`src/rtl/mem_rr_controller.sv`:
```
// Round-robin controller sharing one 16x32 registered memory port between two requesters.
// It zero-fills the memory after reset, then serves one transaction at a time.
module mem_rr_controller #(
  parameter int unsigned AW = 4,
  parameter int unsigned DW = 32
) (
  input  logic          clk,
  input  logic          rst,
  input  logic          req0,
  input  logic          req1,
  input  logic          wr0,
  input  logic          wr1,
  input  logic [AW-1:0] addr0,
  input  logic [AW-1:0] addr1,
  input  logic [DW-1:0] wdata0,
  input  logic [DW-1:0] wdata1,
  output logic          ack0,
  output logic          ack1,
  output logic [DW-1:0] rdata0,
  output logic [DW-1:0] rdata1,
  output logic          init_done,
  output logic          mem_wr,
  output logic          mem_rd,
  output logic [AW-1:0] mem_addr,
  output logic [DW-1:0] mem_wdata,
  input  logic [DW-1:0] mem_rdata
);

  typedef enum logic [2:0] {StInit, StIdle, StIssue, StWait, StDone} state_e;

  state_e        state_q, state_d;
  logic [AW-1:0] init_cnt_q, init_cnt_d;
  logic          rr_last_q, rr_last_d;
  logic          owner_q, owner_d;
  logic          wr_q, wr_d;
  logic [AW-1:0] addr_q, addr_d;
  logic [DW-1:0] wdata_q, wdata_d;
  logic [DW-1:0] rdata0_q, rdata0_d;
  logic [DW-1:0] rdata1_q, rdata1_d;
  logic          grant_valid;
  logic          grant_id;

  always_ff @(posedge clk) begin
    if (rst) begin
      state_q    <= StInit;
      init_cnt_q <= '0;
      rr_last_q  <= 1'b1;
      owner_q    <= 1'b0;
      wr_q       <= 1'b0;
      addr_q     <= '0;
      wdata_q    <= '0;
      rdata0_q   <= '0;
      rdata1_q   <= '0;
    end else begin
      state_q    <= state_d;
      init_cnt_q <= init_cnt_d;
      rr_last_q  <= rr_last_d;
      owner_q    <= owner_d;
      wr_q       <= wr_d;
      addr_q     <= addr_d;
      wdata_q    <= wdata_d;
      rdata0_q   <= rdata0_d;
      rdata1_q   <= rdata1_d;
    end
  end

  // A lone request wins outright; on a tie the requester not served last wins.
  always_comb begin
    grant_valid = req0 | req1;
    grant_id    = (req0 && req1) ? ~rr_last_q : req1;
  end

  always_comb begin
    state_d    = state_q;
    init_cnt_d = init_cnt_q;
    rr_last_d  = rr_last_q;
    owner_d    = owner_q;
    wr_d       = wr_q;
    addr_d     = addr_q;
    wdata_d    = wdata_q;
    rdata0_d   = rdata0_q;
    rdata1_d   = rdata1_q;
    unique case (state_q)
      StInit: begin
        init_cnt_d = init_cnt_q + AW'(1);
        if (&init_cnt_q) state_d = StIdle;
      end
      StIdle: begin
        if (grant_valid) begin
          owner_d   = grant_id;
          rr_last_d = grant_id;
          wr_d      = grant_id ? wr1 : wr0;
          addr_d    = grant_id ? addr1 : addr0;
          wdata_d   = grant_id ? wdata1 : wdata0;
          state_d   = StIssue;
        end
      end
      StIssue: state_d = StWait;
      StWait: begin
        if (!wr_q) begin
          if (owner_q) rdata1_d = mem_rdata;
          else         rdata0_d = mem_rdata;
        end
        state_d = StDone;
      end
      StDone:  state_d = StIdle;
      default: state_d = StInit;
    endcase
  end

  // Strobes and acks are gated by rst so nothing fires while reset is held.
  always_comb begin
    mem_wr    = 1'b0;
    mem_rd    = 1'b0;
    mem_addr  = '0;
    mem_wdata = '0;
    ack0      = 1'b0;
    ack1      = 1'b0;
    if (state_q == StInit) begin
      mem_wr   = ~rst;
      mem_addr = init_cnt_q;
    end else if (state_q == StIssue) begin
      mem_wr    = ~rst & wr_q;
      mem_rd    = ~rst & ~wr_q;
      mem_addr  = addr_q;
      mem_wdata = wdata_q;
    end else if (state_q == StDone) begin
      ack0 = ~rst & ~owner_q;
      ack1 = ~rst & owner_q;
    end
  end

  assign init_done = (state_q != StInit);
  assign rdata0    = rdata0_q;
  assign rdata1    = rdata1_q;

endmodule

```
`config.mk`:
```
export PLATFORM = sky130hd
export DESIGN_NAME = mem_rr_controller
export DESIGN_NICKNAME = d
export VERILOG_FILES = /design/src/rtl/mem_rr_controller.sv
export SDC_FILE = /design/constraint.sdc
export NUM_CORES = 1
export LEC_CHECK = 0
export ABC_AREA = 1
export CORE_ASPECT_RATIO = 1.5
export CORE_MARGIN = 2
export CORE_UTILIZATION = 40
export CTS_CLUSTER_DIAMETER = 200
export DETAILED_ROUTE_END_ITERATION = 16
export PLACE_DENSITY = 0.77
export SETUP_SLACK_MARGIN = 0.5
export SLEW_MARGIN = 15
export SYNTH_ARGS = -nofsm -noshare
export SYNTH_HDL_FRONTEND = slang
export SYNTH_SLANG_ARGS = --single-unit
```
`constraint.sdc`:
```
create_clock -name clk -period 1.2 [get_ports clk]
set_input_delay 0.12 -clock clk [delete_from_list [all_inputs] [get_ports clk]]
set_output_delay 0.12 -clock clk [all_outputs]
set_load 0.02 [all_outputs]
```
==> key figures <==
Floorplan
  • Full die area: 14700 um2
  • Core Area: 13500 um2
  • Die Y: 147 um
  • Ports: 215
  • Initial Util: 0.408
  • Row count: 52
  • Die Span X: 99.6 um

Clock tree
  • Worst skew pair latency: 0.34 ns
  • CTS sink cnt: 110
  • CTS root buf: clkbuf_16
  • Post-CTS Hold Buffers: 0
  • Clock transition at the registers of the reported paths: 0.07 ns
  • CTS max path bufs: 2
  • H-tree depth: 3
  • CTS buffer count: 9
  • CTS tree: done

Timing
  • RSZ-0062 raised after global routing: true
  • Crit share post-route: 1.33
  • Final hold violations: 0
  • Min setup slack post-route: -0.396 ns
  • Setup Skew: 0.00515 ns
  • FMAX: 626 MHz
  • Final setup vio count: 150
  • Final Max Slew Viols: 0
  • Hold_ws: 0.417 ns
  • Max transition margin: 0.814
  • Least-Margin Pin Slew: 0.279 ns
  • Final Critical Period: 1.60 ns

Power
  • Peak supply drop: 0.604 mV
  • Power Density: 781 nW/um2
  • Leakage: 4.47 nW
  • Total power: 7.59 mW

Hold path
  • Hold path endpoint: wdata_q[30]
  • HP Start: wdata1[30]
  • Hold-critical path depth: 5
  • Worst Hold Class: input pin to register

Route
  • Vias per inst: 4.76
  • Initial drt markers: 154
  • Final wirelength: 17300 um
  • Pre-antenna DRT Iters: 4
  • Post-DRT Antenna Nets: 0
  • Post-DR wirelength/cell: 13.3 um
  • # DRC: 0
  • DR vias: 6217

Yosys
  • Adder-cell share of the synthesized area: 0.00228
  • Seq cells post-synth: 110
  • Syn Nets: 1000
  • Post-synthesis simple-gate area fraction: 0.385
  • Multiplexer area fraction after synthesis: 0
  • Largest family of logic cells by synthesized area: simple AND/OR/NAND/NOR gates
  • Syn Std Cell Area: 5490 um2
  • Synth warn: 0
  • Post-Synth XOR/XNOR Area: 0
  • Syn Inst Count: 889
  • Synth Area per Inst: 6.17 um2
  • Synth Area in Compound Gates: 0.0700
  • Synth cell types: 23
  • Sequential area share after synthesis: 0.401

Final layout
  • Diode count: 0
  • Post-layout net count: 1249
  • Share of cells above drive strength 1: 0.324
  • Area delta synth->final: 77.0%

Setup path
  • R2R cell count: 10
  • Reg2reg start: state_q[1]
  • R2r setup slk: -0.35 ns
  • CP startpoint kind: register
  • Reg2reg end: wdata_q[17]
  • Worst setup EP type: output port
  • Worst endpoint data arrival time: 1.48 ns
  • CP Max Fanout: 6
  • Setup CP Type: register to output port
  • Critical Path RT: 1.08 ns

Global routing
  • Pin count of the biggest net entering global routing: 61
  • Total GRT Usage: 0.220
  • Initial antenna violation count: 0
  • Global-route wire length before repair: 26400 um
  • Number of global-route vias before repair: 5602
  • GRT overflow: 0

Run status
  • Failing checks: setup timing
  • Status: finished with violations

Placed design
  • Port Buf Inserts: 214
  • GP Congestion: 0.874
  • Post-DP HPWL: 10800 um

Flow run
  • Maxcap violations: 0
worst max path at each step:
stage	depth (start not counted)	slack [ns]	from	to
2_1_floorplan	7	0.04	state_q[1]	addr_q[0]
3_3_place_gp	5	-0.44	state_q[0]	mem_addr[3]
3_5_place_dp	5	-0.47	state_q[0]	mem_addr[3]
4_1_cts	5	-0.39	state_q[2]	mem_addr[0]
5_1_grt	4	-0.43	state_q[0]	init_done
6_report	4	-0.40	state_q[0]	init_done
cell usage after synthesis:
master      n  share of area
nand2_1   233           0.16
nor2_1    214           0.15
inv_1     112          0.077
dfxtp_1   110           0.40
a21oi_1    70          0.064
nand3_1    69          0.063
buf_2      28          0.026
buf_4      17          0.023
clkbuf_1    7         0.0048
nor3_1      5         0.0046
buf_6       4         0.0082
nor2_2      3         0.0034
o21ai_0     3         0.0027
o22ai_1     3         0.0034
inv_2       2         0.0014
nor2_4      2         0.0041
and2_1      1         0.0011
buf_1       1        0.00068
clkinv_1    1        0.00068
ha_1        1         0.0023
nand2_2     1         0.0011
nand3b_1    1         0.0014
nand4_1     1         0.0011
power by group:
part,internal [mW],switching [mW]
sequential,3.65,0.00481
clock,1.75,1.37
combinational,0.464,0.346
sequential cells by signal, summed over array words and instances (netlist names):
register,cells
init_cnt_q,4
state_q,3
rdata1,32
owner_q,1
addr_q,4
rr_last_q,1
wdata_q,32
rdata0,32
wr_q,1
routing by layer:
layer	GRT usage	vias up	share of wire
met5	0	-	0
met4	0.0747	0	0.022
met3	0.0402	29	0.056
met2	0.404	221	0.54
met1	0.254	2785	0.38
li1	-	3182	-
final cells by class:
type | count | area, um2
clock inverter | 5 | 65.1
clock buffer | 11 | 253
fill | 990 | 3750
sequential | 110 | 2290
timing repair buffer | 295 | 3390
tap | 162 | 203
inverter | 115 | 433
multi-input combinational | 607 | 3080
through the flow:
stage / TNS (ns) / setup WS, ns / util / cells / cell area [um2]
2_1_floorplan: 0 / 0.0447 / - / 889 / 5840
3_5_place_dp: -40.09 / -0.471 / 0.623 / 1259 / 8390
6_report: -40.78 / -0.396 / 0.721 / 1305 / 9710
4_1_cts: -32.56 / -0.394 / 0.689 / 1292 / 9280
3_3_place_gp: -37.18 / -0.444 / 0.623 / 1259 / 8390
5_1_grt: -52.70 / -0.432 / 0.721 / 1305 / 9710
repair_timing:
action	CTS	global route
setup buffers	10	8
pin swaps	10	31
resized for setup	715	70
gates cloned	7	5
setup endpoints to repair	215	215
critical path: stages (launching register included):
cell and delay [ns]:
dfxtp_2 0.35, nor2_1 0.23, nand2_4 0.14, buf_4 0.16, clkdlybuf4s15_2 0.25
placed cells by master (no fill, tap or decap), types with 14 or more instances in the layout:
cell,Yosys,final
a21oi_1,70,65
buf_12,0,17
buf_4,17,39
buf_6,4,112
clkbuf_16,0,14
clkdlybuf4s50_1,0,109
dfxtp_1,110,43
dfxtp_2,0,66
inv_1,112,111
nand2_1,233,205
nand2_2,1,18
nand3_1,69,68
nor2_1,214,162
nor2_4,2,46
kinds of logic (layout without fill, tap and decap cells):
group / after synthesis / in the layout
and+or+nand+nor: 530 / 530
DFF: 110 / 110
buffers and inverters: 172 / 426
adders and majority gates: 1 / 1
AOI/OAI and AO/OA: 76 / 76
Note: power is estimated with default switching activity, not from simulation.
